[src/rtl/alu_pkg.sv]
// Shared opcode constants, controller state encoding and opcode check.
package alu_pkg;

  typedef enum logic [2:0] {
    WAIT_A  = 3'd0,
    WAIT_B  = 3'd1,
    WAIT_OP = 3'd2,
    EXEC    = 3'd3,
    DONE    = 3'd4
  } state_t;

  localparam logic [5:0] OP_ADD = 6'b100000;
  localparam logic [5:0] OP_SUB = 6'b100010;
  localparam logic [5:0] OP_AND = 6'b100100;
  localparam logic [5:0] OP_OR  = 6'b100101;
  localparam logic [5:0] OP_XOR = 6'b100110;
  localparam logic [5:0] OP_NOR = 6'b100111;
  localparam logic [5:0] OP_SRL = 6'b000010;
  localparam logic [5:0] OP_SRA = 6'b000011;

  // True only for the eight opcodes the ALU implements.
  function automatic logic op_supported(input logic [5:0] op);
    case (op)
      OP_ADD, OP_SUB, OP_AND, OP_OR,
      OP_XOR, OP_NOR, OP_SRL, OP_SRA: op_supported = 1'b1;
      default:                        op_supported = 1'b0;
    endcase
  endfunction

endpackage

[src/rtl/alu.sv]
// Combinational ALU; all results truncated to N_BITS (carry/borrow dropped).
// Shifts move operand a right by the amount held in operand b.
module alu
  import alu_pkg::*;
#(
  parameter int N_BITS = 8
) (
  input  logic [N_BITS-1:0] a,
  input  logic [N_BITS-1:0] b,
  input  logic [5:0]        op,
  output logic [N_BITS-1:0] y
);

  // Opcode decode to result; unknown opcodes yield zero.
  always_comb begin
    y = '0;
    case (op)
      OP_ADD:  y = a + b;
      OP_SUB:  y = a - b;
      OP_AND:  y = a & b;
      OP_OR:   y = a | b;
      OP_XOR:  y = a ^ b;
      OP_NOR:  y = ~(a | b);
      OP_SRL:  y = a >> b;
      OP_SRA:  y = N_BITS'($signed(a) >>> b);
      default: y = '0;
    endcase
  end

endmodule

[src/rtl/btn_pulse.sv]
// Two-flop edge detector: one-cycle pulse per rising edge of a debounced level.
module btn_pulse (
  input  logic clk,
  input  logic reset,
  input  logic btn,
  output logic pulse
);

  logic btn_q, btn_qq;

  // Sample the button and keep one cycle of history; both clear on reset so a
  // button held through reset release still yields a single pulse.
  always_ff @(posedge clk) begin
    if (reset) begin
      btn_q  <= 1'b0;
      btn_qq <= 1'b0;
    end else begin
      btn_q  <= btn;
      btn_qq <= btn_q;
    end
  end

  assign pulse = btn_q & ~btn_qq;

endmodule

[src/rtl/alu_ctrl.sv]
// Button-driven ALU front end: load A, B, opcode from shared switches, run
// one EXEC cycle and hold the registered result until a new A is loaded.
module alu_ctrl
  import alu_pkg::*;
#(
  parameter int N_BITS = 8
) (
  input  logic              clk,
  input  logic              reset,
  input  logic [N_BITS-1:0] sw,
  input  logic              btn_a,
  input  logic              btn_b,
  input  logic              btn_op,
  output logic [N_BITS-1:0] result,
  output logic              valid,
  output logic              op_err,
  output logic [2:0]        state
);

  state_t            state_r, state_nx;
  logic [N_BITS-1:0] a_r, b_r, alu_y;
  logic [5:0]        op_r;
  logic              pa, pb, po;
  logic              ld_a, ld_b, ld_op, set_err, do_exec;

  btn_pulse u_pa (.clk(clk), .reset(reset), .btn(btn_a),  .pulse(pa));
  btn_pulse u_pb (.clk(clk), .reset(reset), .btn(btn_b),  .pulse(pb));
  btn_pulse u_po (.clk(clk), .reset(reset), .btn(btn_op), .pulse(po));

  alu #(.N_BITS(N_BITS)) u_alu (.a(a_r), .b(b_r), .op(op_r), .y(alu_y));

  // State register.
  always_ff @(posedge clk) begin
    if (reset) state_r <= WAIT_A;
    else       state_r <= state_nx;
  end

  // Next state and load strobes; only the current state's own button acts,
  // so stray or simultaneous pulses fall through with no effect.
  always_comb begin
    state_nx = state_r;
    ld_a     = 1'b0;
    ld_b     = 1'b0;
    ld_op    = 1'b0;
    set_err  = 1'b0;
    do_exec  = 1'b0;
    case (state_r)
      WAIT_A, DONE: if (pa) begin
        ld_a     = 1'b1;
        state_nx = WAIT_B;
      end
      WAIT_B: if (pb) begin
        ld_b     = 1'b1;
        state_nx = WAIT_OP;
      end
      WAIT_OP: if (po) begin
        if (op_supported(sw[5:0])) begin
          ld_op    = 1'b1;
          state_nx = EXEC;
        end else begin
          set_err  = 1'b1;
        end
      end
      EXEC: begin
        do_exec  = 1'b1;
        state_nx = DONE;
      end
      default: state_nx = WAIT_A;
    endcase
  end

  // Operand/opcode registers and registered result; reset wins over any
  // strobe, discarding an in-flight EXEC.
  always_ff @(posedge clk) begin
    if (reset) begin
      a_r    <= '0;
      b_r    <= '0;
      op_r   <= OP_ADD;
      result <= '0;
      valid  <= 1'b0;
      op_err <= 1'b0;
    end else begin
      if (ld_a) begin
        a_r   <= sw;
        valid <= 1'b0;
      end
      if (ld_b) b_r <= sw;
      if (ld_op) begin
        op_r   <= sw[5:0];
        op_err <= 1'b0;
      end
      if (set_err) op_err <= 1'b1;
      if (do_exec) begin
        result <= alu_y;
        valid  <= 1'b1;
      end
    end
  end

  assign state = state_r;

endmodule

[config.mk]
export PLATFORM = sky130hd
export DESIGN_NAME = alu_ctrl
export DESIGN_NICKNAME = d
export VERILOG_FILES = /design/src/rtl/alu_pkg.sv /design/src/rtl/alu.sv /design/src/rtl/btn_pulse.sv /design/src/rtl/alu_ctrl.sv
export SDC_FILE = /design/constraint.sdc
export NUM_CORES = 1
export LEC_CHECK = 0
export ABC_AREA = 1
export CORE_ASPECT_RATIO = 1.4
export CORE_UTILIZATION = 55
export CTS_BUF_LIST = sky130_fd_sc_hd__clkbuf_8
export DETAILED_ROUTE_END_ITERATION = 8
export PLACE_DENSITY_LB_ADDON = 0.08
export SETUP_SLACK_MARGIN = 0.05
export SLEW_MARGIN = 20
export SYNTH_ARGS = -nofsm -noshare
export SYNTH_HDL_FRONTEND = slang
export SYNTH_HIERARCHICAL = 1
export SYNTH_SLANG_ARGS = --single-unit
[constraint.sdc]
create_clock -name clk -period 3.5 [get_ports clk]
set_input_delay 0.35 -clock clk [delete_from_list [all_inputs] [get_ports clk]]
set_output_delay 0.35 -clock clk [all_outputs]
set_load 0.02 [all_outputs]
==> results of run 1 <==
## where the power goes
group	internal [mW]	switching, mW	total (mW)
combinational	0.212	0.374	0.586
sequential	0.493	0.0451	0.538
clock	0.229	0.156	0.385
total	0.935	0.574	1.51
## stage by stage
stage | worst slack [ns] | std cells | hold slack, ns
floorplan | 0.971 | 512 | 0.410
global placement | 0.578 | 596 | 0.421
detailed placement | 0.504 | 596 | 0.425
CTS | 0.483 | 604 | 0.437
global route | 0.132 | 604 | 0.459
finish | 0.434 | 604 | 0.436
## worst reg2reg max path, cell delays in order, from the launching register on
cell      delay, ns
dfxtp_1        0.63
clkinv_1       0.19
ha_1           0.32
inv_1          0.03
o21ai_0        0.35
inv_1          0.09
ha_1           0.19
a21oi_1        0.23
nand2_1        0.12
a21oi_1        0.22
nand3_1        0.10
nand3_1        0.15
nand2_1        0.08
o21ai_0        0.19
nor2_1         0.06
## kinds of logic (layout without fill, tap and decap cells)
| family | Yosys count | count (layout) | synth area share, % |
|---|---|---|---|
| AO/OA/AOI/OAI | 89 | 89 | 14.7 |
| XOR/XNOR | 7 | 7 | 1.91 |
| adder cells (fa/ha/maj) | 25 | 25 | 9.96 |
| buffers and inverters | 89 | 113 | 11.2 |
| flip-flops | 41 | 41 | 25.5 |
| AND/OR/NAND/NOR | 261 | 261 | 36.7 |
## flip-flops by register name, indices dropped and copies added (netlist names)
signal,cells
a_r,8
b_r,8
op_err,1
op_r,6
result,8
state,3
u_pa/btn_q,1
u_pa/btn_qq,1
u_pb/btn_q,1
u_pb/btn_qq,1
u_po/btn_q,1
u_po/btn_qq,1
valid,1
## synth_stat cells
library cell,n
ha_1,24
or2_2,1
nand4_4,1
inv_2,3
nand3_1,45
or2_1,1
o21bai_1,1
clkinv_1,2
nand2_1,108
o21ai_2,2
o21ai_0,45
clkbuf_2,1
a21o_1,1
nor2_4,3
buf_2,4
dfxtp_1,41
nor3_4,3
clkinv_2,1
fa_1,1
nand4_1,8
xor2_1,6
nand3_2,1
nand2_2,7
o211ai_1,4
a21oi_1,29
nor2_1,77
o2111ai_1,1
buf_6,2
buf_4,1
o31ai_1,1
nor2_2,2
inv_1,72
clkbuf_1,3
xnor2_1,1
o21ai_1,5
nand2_4,1
nor3_1,3
## area by class of cell
type / count / area [sq um]
timing repair buffer: 27 / 265
fill: 538 / 1950
clock buffer: 6 / 82.6
tap: 68 / 85.1
sequential: 41 / 821
clock inverter: 2 / 33.8
inverter: 78 / 294
multi-input combinational: 382 / 2030
## metal layers
metal  wire length, um  vias to the layer above  track usage, %  share of wire, %
li1                  -                     1683               -                 -
met1              3520                     1546            35.9                39
met2              4420                      123            54.6                48
met3               553                       42            5.05               6.0
met4               653                        0            23.9               7.1
met5                 0                        -               0                 0
## worst paths after layout
check | startpoint | endpoint | slack [ns] | cells after the start
worst max-delay path | b_r[0]$_SDFFE_PP0P_ | result[7]$_SDFFE_PP0P_ | 0.43 | 14
worst min-delay path | u_pa/btn_q$_SDFF_PP0_ | u_pa/btn_qq$_SDFF_PP0_ | 0.44 | 2
worst max register to register | b_r[0]$_SDFFE_PP0P_ | result[7]$_SDFFE_PP0P_ | 0.43 | 14
worst min register to register | u_pa/btn_q$_SDFF_PP0_ | u_pa/btn_qq$_SDFF_PP0_ | 0.44 | 2
==> results.md, run 1 <==
- Io pins: 26
- PortBufs: 25
- Unique masters post-synth: 37
- Final setup fails: 0
- Crit path time final: 3.07 ns
- Initial core utilization: between 50 and 60%
- CP cell instances: clkinv_1 -> ha_1 -> inv_1 -> o21ai_0 -> inv_1 -> ha_1 -> a21oi_1 -> nand2_1 -> a21oi_1 -> nand3_1 -> nand3_1 -> nand2_1 -> o21ai_0 -> nor2_1
- Share of layout cells above drive strength 1: 6.34%
- Routability cong.: 0.937
- Final Skew: about 0.004 ns
- Tot Pwr: roughly 1.5 mW
- Worst min path class: register to register
- Post-Syn Instances: about 500
- Worst vdd ir: 0.348 mV
- Critical path's largest stage delay: around 0.63 ns
- Post-Route WL: about 9000 um
- Drt drc: 0
- CP Max Fanout: 15
- Commonest non-fill, non-tap cell in the layout: nand2_1
- Chip Width: 66.6 um
- Synth-to-Final Area Change: 12.5%
- WP buf/inv: 3
- Area leader, netlist: dfxtp_1
- FP Rows: 32
- Worst Tran Pin Value: approximately 0.75 ns
- GRT Residual Overflow: 0
- Yosys reg bits: 41
- Critical path data required time: 3.69 ns
- Mapped Avg Cell Area: around 6.3 sq um
- 1st-pass router iterations: 5
- Netlist Area Pre-Place: about 3200 sq um
- Top post-synthesis cells by area: dfxtp_1 (26%), nand2_1 (13%), ha_1 (9.3%), nor2_1 (9.0%), inv_1 (8.4%)
- Clk slew on worst S/H paths: approximately 0.07 ns
- Rel. slew slack: 49.6%
- Crit-path slowest cell: dfxtp_1
- RSZ-0062 raised after global routing: no
- Register area share after synthesis: between 20% and 30%
- CP startpoint kind: register
- Cts bufs inserted: 5
- DR WL/cell: 15.2 um
- First DRT Iteration DRCs: 253
- CTS tree: done
- Nets@finish: between 500 and 600
- Clk sinks: 41
- Syn Nets: 550
- Final hold viol count: 0
- Placed cell areas: 3500 sq um
- Vias in the first global route: between 3000 and 4000
- Final ANT Viol Nets: 0
- Commonest non-fill, non-tap cells in the layout: nand2_1 (108), nor2_1 (77), inv_1 (73)
- Initial antenna violation count: 0
- Antenna Cells: 0
- Crit path kind: register to register
- Power per Cell Area: 417 nW/um^2
- Via/cell ratio: 5.62
- Critical path endpoint category: register
- Tot GR Track Use: approximately 33%
- FMAX: approximately 330 MHz
- Yosys top cell area share: between 20% and 30%
- Die H: just over 90 um
- CTS Buffer Depth: 2
- Synthesis Warnings: 6
- Outcome: finished, final reports clean
- First-pass GRT wire length: 15200 um
- Vias: between 3000 and 4000
- Fin crit share: 87.6%
- Cell family with most CP delay: compound AO/OA/AOI/OAI gates
- Gates resized, CTS repair: 0
- CTS hold repair buffers: 0
- H-tree depth: 2
- Max_cap viols: 0
- Setup_tns: 0 ns
- Worst EP arrival: about 3.3 ns
- Setup Fix Bufs, Post-CTS: 0
- Slew Limit Fails: 0
- Core Util, Final: between 60% and 70%
- Root buf cell: clkbuf_8
- Post-DP HPWL: 7110 um
- Die area: between 6000 and 7000 sq um
- Leakage: around 1.8 nW
- Worst skew pair latency: around 0.29 ns
- Fin area: around 3600 sq um
- Largest net degree at the start of global routing: 32
- Core Region: between 5000 and 6000 sq um
No activity file was read; power rests on OpenSTA's default activity.
==> inputs of run 2 (changes only) <==
clock period = 3.8 ns   (was 3.5 ns; I/O delays follow)
==> results.md, run 2 (synthesis gave the netlist of run 1 again) <==
- Outcome: finished, final reports clean
- First DRT Iteration DRCs: 295
- Core Util, Final: approximately 65%
- R2R Path Start: b_r[0]$_SDFFE_PP0P_
- Commonest non-fill, non-tap cell in the layout: nand2_1
- GRT Residual Overflow: 0
- Tot Pwr: ~1.4 mW
- Placed cell count: around 590
- Drt drc: 0
- Critical path endpoint category: register
- Worst vdd ir: between 0.2 and 0.3 mV
- R2R Setup Slk: between 0.5 and 0.6 ns
- Fill count: 542
- Die area: about 6000 sq um
- First-pass GRT wire length: about 15000 um
- Initial core utilization: 57.8%
- Tot GR Track Use: 32.9%
- Rel. slew slack: between 40% and 50%
- Largest net degree at the start of global routing: 32
- Worst Hold Launch: u_po/btn_q$_SDFF_PP0_
- Gates resized, CTS repair: 0
- WHS Endpoint: u_po/btn_qq$_SDFF_PP0_
- CP Max Fanout: 15
- Final setup fails: 0
- Die H: roughly 90 um
- CTS tree: done
- CP startpoint kind: register
- Worst EP arrival: approximately 3.4 ns
- Commonest non-fill, non-tap cells in the layout: nand2_1 (108), nor2_1 (77), inv_1 (72)
- Worst R2R Path Depth: 14
- Setup Fix Bufs, Post-CTS: 0
- Hold Path Cell Cnt: 2
- Post-Route WL: between 9000 and 10000 um
- Power per Cell Area: between 300 and 400 nW/um^2
- Final hold viol count: 0
- H-tree depth: 2
- Post-DP HPWL: 7090 um
- Crit path time final: ~3.2 ns
- Vias in the first global route: ~3200
- Via/cell ratio: approximately 5.7
- Worst skew pair latency: roughly 0.30 ns
- Io pins: 26
- Core Region: between 5000 and 6000 sq um
- Nets@finish: around 570
- Max_cap viols: 0
- Initial antenna violation count: 0
- FMAX: roughly 310 MHz
- Final ANT Viol Nets: 0
- Vias: roughly 3400
- Leakage: ~1.7 nW
- Fin cells: roughly 600
- PortBufs: 25
- Cts bufs inserted: 5
- DR WL/cell: 15.3 um
- Clk sinks: 41
- Chip Width: ~67 um
- FP Rows: 32
- CP Launch Point: b_r[0]$_SDFFE_PP0P_
- Synth-to-Final Area Change: 12.1%
- Clk slew on worst S/H paths: about 0.08 ns
- Final Skew: about 0.0066 ns
- CTS hold repair buffers: 0
- RSZ-0062 raised after global routing: no
- Critical path data required time: roughly 4.0 ns
- Fin crit share: 84.4%
- Antenna Cells: 0
- CTS Buffer Depth: 2
- Area of the multi-input gates: approximately 2000 sq um
- Placed cell areas: 3480 sq um
- Share of layout cells above drive strength 1: between 6 and 7%
- Register area: 821 sq um
- 1st-pass router iterations: 8
- Worst Tran Pin Value: around 0.8 ns
- Slew Limit Fails: 0
- Worst min path class: register to register
- Largest regs: a_r (8), b_r (8), result (8)
- Fin area: 3600 sq um
- Routability cong.: 0.997
- Reg2Reg Capture Point: result[7]$_SDFFE_PP0P_
- Crit path kind: register to register
- Setup_tns: 0 ns
- Root buf cell: clkbuf_8
==> run 2: cell count changes in the layout (fill, tap and decap cells not counted) <==
cell / previous run / this run
clkinvlp_4: 0 / 1
buf_4: 2 / 0
inv_1: 73 / 72
==> run 2: per-stage QoR <==
step	setup WS (ns)	hold slack, ns
after floorplan	1.27	0.410
after global placement	0.695	0.420
after detailed placement	0.637	0.426
after CTS	0.602	0.437
after global routing	0.151	0.469
final	0.594	0.435
==> run 2: how the worst max path moves through the flow <==
stage	to	slack [ns]
floorplan	result[7]$_SDFFE_PP0P_	1.27
global placement	result[7]$_SDFFE_PP0P_	0.69
detailed placement	result[7]$_SDFFE_PP0P_	0.64
CTS	result[7]$_SDFFE_PP0P_	0.60
global route	result[3]$_SDFFE_PP0P_	0.15
finish	result[7]$_SDFFE_PP0P_	0.59
==> run 2: worst max-delay path: stages, from the launching register on <==
cell and delay (ns):
dfxtp_1 0.62, clkinv_1 0.40, ha_1 0.31, inv_1 0.09
nand2_1 0.07, xor2_1 0.15, ha_1 0.37, a21oi_1 0.25
nand2_1 0.12, a21oi_1 0.21, nand3_1 0.11, nand3_1 0.11
nand2_1 0.06, o21ai_0 0.16, nor2_1 0.06
==> run 2: where the power goes <==
| group | internal [mW] | total [mW] | switching [mW] |
|---|---|---|---|
| clock | 0.214 | 0.375 | 0.162 |
| combinational | 0.194 | 0.536 | 0.342 |
| sequential | 0.454 | 0.494 | 0.0402 |
==> run 2: area by class of cell <==
| type | instances | area share, % |
|---|---|---|
| multi-input cells | 382 | 56.4 |
| clock inverters | 2 | 1.04 |
| inverters | 78 | 8.16 |
| well taps | 68 | 2.36 |
| clock buffers | 6 | 2.29 |
| flip-flops and latches | 41 | 22.8 |
| repair buffers | 25 | 6.94 |
==> run 2: per-layer routing <==
layer	wire, um	part of all wire [%]	GRT usage (%)
met1	3780	41	38.8
met2	4420	48	54.2
met3	453	4.9	5.54
met4	537	5.8	19.9
met5	0	0	0
==> inputs of run 3 (changes only) <==
clock period = 2.93 ns   (was 3.8 ns; I/O delays follow)
==> results.md, run 3 (synthesis gave the netlist of run 1 again) <==
- Outcome: finished, final reports clean
- Worst vdd ir: about 0.43 mV
- Fin area: ~3700 sq um
- Share of power burned in registers: approximately a third
- Setup Fix Bufs, Post-CTS: 0
- Hold Path Cell Cnt: 2
- Routability cong.: just over 0.9
- Internal power: 1.13 mW
- First-pass GRT wire length: 15100 um
- Largest regs: a_r (8), b_r (8), result (8)
- Leakage: between 1.5 and 2 nW
- Cts bufs inserted: 5
- Final setup fails: 0
- Initial core utilization: a little under 60%
- GRT Residual Overflow: 0
- Commonest non-fill, non-tap cells in the layout: nand2_1 (108), nor2_1 (76), inv_1 (73)
- Sw Pwr: about 0.69 mW
- Synth-to-Final Area Change: 14.2%
- Crit path time final: about 2.7 ns
- Largest net degree at the start of global routing: 31
- Final hold viol count: 0
- Vias: approximately 3400
- Clk sinks: between 40 and 50
- Placed cell areas: 3550 sq um
- Clock power share: a little over a quarter
- PortBufs: 25
- CP startpoint kind: register
- CTS tree: done
- Slew Limit Fails: 0
- Reg2Reg Capture Point: result[4]$_SDFFE_PP0P_
- Placed cell count: about 600
- Worst EP arrival: about 2.9 ns
- Critical path data required time: between 3 and 4 ns
- CP Max Fanout: 6
- FP Rows: 32
- Worst skew pair latency: between 0.2 and 0.3 ns
- Worst Hold Launch: u_pb/btn_q$_SDFF_PP0_
- Drt drc: 0
- Worst min path class: register to register
- Crit path kind: register to register
- Nets@finish: between 500 and 600
- Die area: slightly above 6000 sq um
- Share of layout cells above drive strength 1: under 10%
- Post-Route WL: approximately 9000 um
- Commonest non-fill, non-tap cell in the layout: nand2_1
- Antenna Cells: 0
- Final ANT Viol Nets: 0
- Die H: between 90 and 100 um
- Combinational Power Share: slightly below 40%
- R2R Setup Slk: around 0.28 ns
- Final Skew: 0.0105 ns
- WHS Endpoint: u_pb/btn_qq$_SDFF_PP0_
- Fin crit share: 90.5%
- 1st-pass router iterations: 5
- Power per Cell Area: between 400 and 500 nW/um^2
- Worst R2R Path Depth: 16
- Max_cap viols: 0
- Worst Tran Pin Value: around 0.83 ns
- Setup_tns: 0 ns
- Critical path endpoint category: register
- Vias in the first global route: 3230
- Clk slew on worst S/H paths: 0.09 ns
- Chip Width: 66.6 um
- Sw Share: about 38%
- Post-DP HPWL: approximately 7200 um
- DR WL/cell: about 15 um
- H-tree depth: 2
- CTS Buffer Depth: 2
- Via/cell ratio: 5.54
- Core Region: around 5600 sq um
- Rel. slew slack: between 40 and 50%
- RSZ-0062 raised after global routing: no
- Fin cells: 611
- Io pins: 26
- Root buf cell: clkbuf_8
- First DRT Iteration DRCs: roughly 230
- R2R Path Start: op_r[3]$_SDFFE_PP0P_
- Initial antenna violation count: 0
- Tot GR Track Use: around a third
- FMAX: around 380 MHz
[run 3: changes by cell type in the layout (fill, tap and decap cells not counted)]
cell,before,now
buf_4,0,9
clkinvlp_4,1,0
dfxtp_1,41,40
dfxtp_2,0,1
inv_1,72,73
nor2_1,77,76
nor2_2,2,3
o21ai_0,45,44
o21ai_1,5,6
[run 3: critical path, cell delays in order, from the launching register on]
cell and delay [ns]:
dfxtp_1 0.39, inv_1 0.07, nand2_1 0.17, nor2_4 0.06, nand2_2 0.11, inv_1 0.07
or2_1 0.22, xor2_1 0.15, ha_1 0.34, a21o_1 0.22, o21bai_1 0.19, nor2_1 0.11
nor2_1 0.06, nor2_2 0.13, nand2_1 0.06, o21ai_0 0.17, nor2_1 0.06
[run 3: cell type report]
cell class,count,area (sq um)
flip-flops and latches,41,822
repair buffers,34,318
inverters,78,294
clock buffers,6,82.6
multi-input cells,382,2040
clock inverters,2,33.8
well taps,68,85.1
fillers,559,1890
[run 3: per-layer routing]
layer / global-route usage (%) / vias to the layer above / share of wire [%]
met5: 0 / - / 0
met4: 14.4 / 0 / 3.7
met3: 4.19 / 27 / 5.2
met2: 56.6 / 129 / 49
met1: 37.3 / 1531 / 42
li1: - / 1698 / -
[run 3: power by group through the flow]
| stage | logic, mW | clock network (mW) | registers, mW |
|---|---|---|---|
| floorplan | 0.494 | 0 | 0.644 |
| global placement | 0.666 | 0 | 0.645 |
| detailed placement | 0.678 | 0 | 0.645 |
| CTS | 0.683 | 0.488 | 0.632 |
| global route | 0.790 | 0.508 | 0.637 |
| finish | 0.702 | 0.482 | 0.632 |
[run 3: how the worst max path moves through the flow]
| stage | startpoint | to | slack (ns) | cells past startpoint |
|---|---|---|---|---|
| 4_1_cts | op_r[0]$_SDFFE_PP0P_ | result[4]$_SDFFE_PP0P_ | 0.20 | 16 |
| 6_report | op_r[3]$_SDFFE_PP0P_ | result[4]$_SDFFE_PP0P_ | 0.28 | 16 |
| 3_5_place_dp | op_r[0]$_SDFFE_PP0P_ | result[4]$_SDFFE_PP0P_ | 0.22 | 16 |
| 3_3_place_gp | op_r[0]$_SDFFE_PP0P_ | result[4]$_SDFFE_PP0P_ | 0.28 | 16 |
| 5_1_grt | op_r[0]$_SDFFE_PP0P_ | result[5]$_SDFFE_PP0P_ | 0.07 | 17 |
| 2_1_floorplan | b_r[1]$_SDFFE_PP0P_ | result[7]$_SDFFE_PP0P_ | 0.40 | 16 |
[run 3: repair_timing]
action / in CTS / in global routing
hold buffers: 0 / 0
endpoints found under the setup margin: 0 / 4
endpoints found under the hold margin: 0 / 0
resized for setup: 0 / 3
[run 3: stage by stage]
step | hold slack, ns | worst slack [ns] | power (mW) | utilization, %
after CTS | 0.438 | 0.201 | 1.80 | 65.9
after global routing | 0.446 | 0.0706 | 1.94 | 66.0
final | 0.434 | 0.278 | 1.82 | 66.0
after floorplan | 0.362 | 0.401 | 1.14 | -
after global placement | 0.421 | 0.275 | 1.31 | 63.8
after detailed placement | 0.425 | 0.216 | 1.32 | 63.8
==> RTL change (settings of run 2) <==
Remove the case item `OP_SRL` of the case on `op`.
--- a/src/rtl/alu.sv
+++ b/src/rtl/alu.sv
@@ -22,5 +22,4 @@
       OP_XOR:  y = a ^ b;
       OP_NOR:  y = ~(a | b);
-      OP_SRL:  y = a >> b;
       OP_SRA:  y = N_BITS'($signed(a) >>> b);
       default: y = '0;
Function: changed (a bounded check fails within 10 cycles, from zero or initial values and one cycle with reset high).
==> RTL change against run 2 <==
Setup slack better by 67 ps. Hold slack worse by 4.3 ps. Clock skew is 5.0 ps higher. Routed wire length is 14% lower. Synthesized area is 6.8% lower. Die area is 6.6% lower. Highest routed layer unchanged. Total power is 6.1% lower. Final area is 7.3% lower. Combinational power is 4.5% higher. Global-route usage is 4.4 points lower. Clock power is 27% lower. Sequential cell count stayed put. Critical path depth is 1 lower.
==> RTL change: results (changes against run 2) <==
.. list-table::
   :header-rows: 1

   * - Metric
     - Value
   * - Post-place instance area
     - 3260 um^2 (-6.5%)
   * - Leading cell types by count after synthesis
     - nand2_1, nor2_1, inv_1, nand3_1, dfxtp_1
   * - Post-detail-place hpwl
     - 6.14 mm (-14%)
   * - Overall global routing resource usage
     - 28.5% (-4.4 points)
   * - Number of buffers on the longest clock path
     - 2 (unchanged)
   * - RD Place Congestion
     - 0.918 (-7.9%)
   * - Maximum number of pins on one net before global-route repair
     - 32 (unchanged)
   * - Number of H-tree branching levels
     - 2 (unchanged)
   * - Headroom to the max-slew limit
     - 45.9% (-1.7 points)
   * - Worst-path maximum fanout
     - 12 (-3)
   * - Worst setup slack after placement
     - 765 ps (+128 ps)
   * - Commonest register cell after synthesis
     - dfxtp_1
   * - Total number of vias
     - 2990 (-12%)
   * - Worst setup path startpoint
     - b_r[0]
   * - Total count of hold-check failures in the final report
     - 0 (unchanged)
   * - Length of the first detailed-routing pass in iterations
     - 5 (-3)
   * - Async set or reset register ratio after synthesis
     - 0% (unchanged)
   * - CTS clock-pin slew for the worst setup and hold paths
     - ~90 ps
   * - Post-cts resize count
     - 0 (unchanged)
   * - Clock Root Buffer
     - clkbuf_8
   * - Routed len/inst
     - 14.6 um (-4.6%)
   * - Setup repair bufs after CTS
     - 0 (unchanged)
   * - Post-route clock skew
     - 11.6 ps (+4.99 ps)
   * - Largest vdd supply drop
     - 300 uV (+18%)
   * - Class of the most critical hold timing path
     - flop to flop
   * - First-pass GRT wire length
     - 12.6 mm (-17%)
   * - Net total in the final layout
     - 513 (-10%)
   * - LEAKAGE
     - 1.60 nW (-8.1%)
   * - Count of placed standard cells including taps
     - 534 (-10%)
   * - Mean Syn Cell Area
     - 6.62 um^2 (+5.4%)
   * - Status
     - completed
   * - Crit start category
     - flop
   * - Sequential area share after synthesis
     - 27.4% (+1.9 points)
   * - Total nets after synthesis
     - 491 (-11%)
   * - Post-route DRC
     - 0 (unchanged)
   * - Antenna violations before repair
     - 0 (unchanged)
   * - Startpoint of the most critical hold path
     - u_pa/btn_q
   * - ANT cells
     - 0 (unchanged)
   * - Area contributors post-synth
     - dfxtp_1, nand2_1, ha_1
   * - Port Buf Inserts
     - 25 (unchanged)
   * - Distinct cells, synth
     - 40 (+8.1%)
   * - Number of DRC markers in iteration 0
     - 279 (-5.4%)
   * - Clock latency of the later-clocked register in the worst-skew pair
     - a little under 300 ps
   * - Total CTS buffers
     - 5 (unchanged)
   * - Ratio of cells with drive above 1 in the final layout
     - 7.35% (+1.2 points)
   * - Vias in the first global route
     - 2671 (-17%)
   * - CP arrival
     - 3310 ps (-100 ps)
   * - Number of warnings reported in the yosys synthesis log
     - 6 (unchanged)
   * - Top flop regs
     - a_r (8), b_r (8), result (8)
   * - Via/cell ratio
     - 5.52 (-2.6%)
[RTL change: cell type report]
cell class                      count  area, um^2
Fill cell                         513        1860
Multi-Input combinational cell    340        1850
Sequential cell                    41         821
Inverter                           62         251
Timing Repair Buffer               25         250
Tap cell                           66        82.6
Clock buffer                        5        68.8
Clock inverter                      3        13.8
[RTL change: critical path: stages (launching register included)]
cell      delay (ps)
dfxtp_1          600
clkinv_2         260
ha_1             280
or2_1            240
xor2_1           150
ha_1             340
a21oi_1          230
o21ai_0          170
nor3_1           160
nor3_1            80
nor2_1           160
nand2_1           90
o21ai_0          200
nor2_1            60
[RTL change: kinds of logic after synthesis]
family,synth area share [%]
flip-flops,27.4
adder cells (fa/ha/maj),10.7
XOR/XNOR,2.05
AND/OR/NAND/NOR,34.4
buffers and inverters,10.8
AO/OA/AOI/OAI,14.7
[RTL change: report_power, final]
group          total (mW)  leakage (nW)  switching (mW)  internal [mW]
Sequential          0.488         0.334          0.0337          0.454
Combinational       0.560          1.22           0.346          0.214
Clock               0.273        0.0491           0.148          0.125
Total                1.32          1.60           0.528          0.793
[RTL change: path summary, 6_finish.rpt]
path	cells past startpoint	endpoint	slack [ps]
setup reg to reg	13	result[5]	660
setup / recovery	13	result[5]	660
hold / removal	2	u_pa/btn_qq	430
hold reg to reg	2	u_pa/btn_qq	430
[RTL change: per-layer routing]
| layer | track usage (%) | vias up | share of wire (%) |
|---|---|---|---|
| met3 | 2.93 | 20 | 3.4 |
| met4 | 15.4 | 0 | 3.8 |
| li1 | - | 1517 | - |
| met2 | 50.5 | 83 | 50 |
| met1 | 33.6 | 1370 | 43 |
| met5 | 0 | - | 0 |
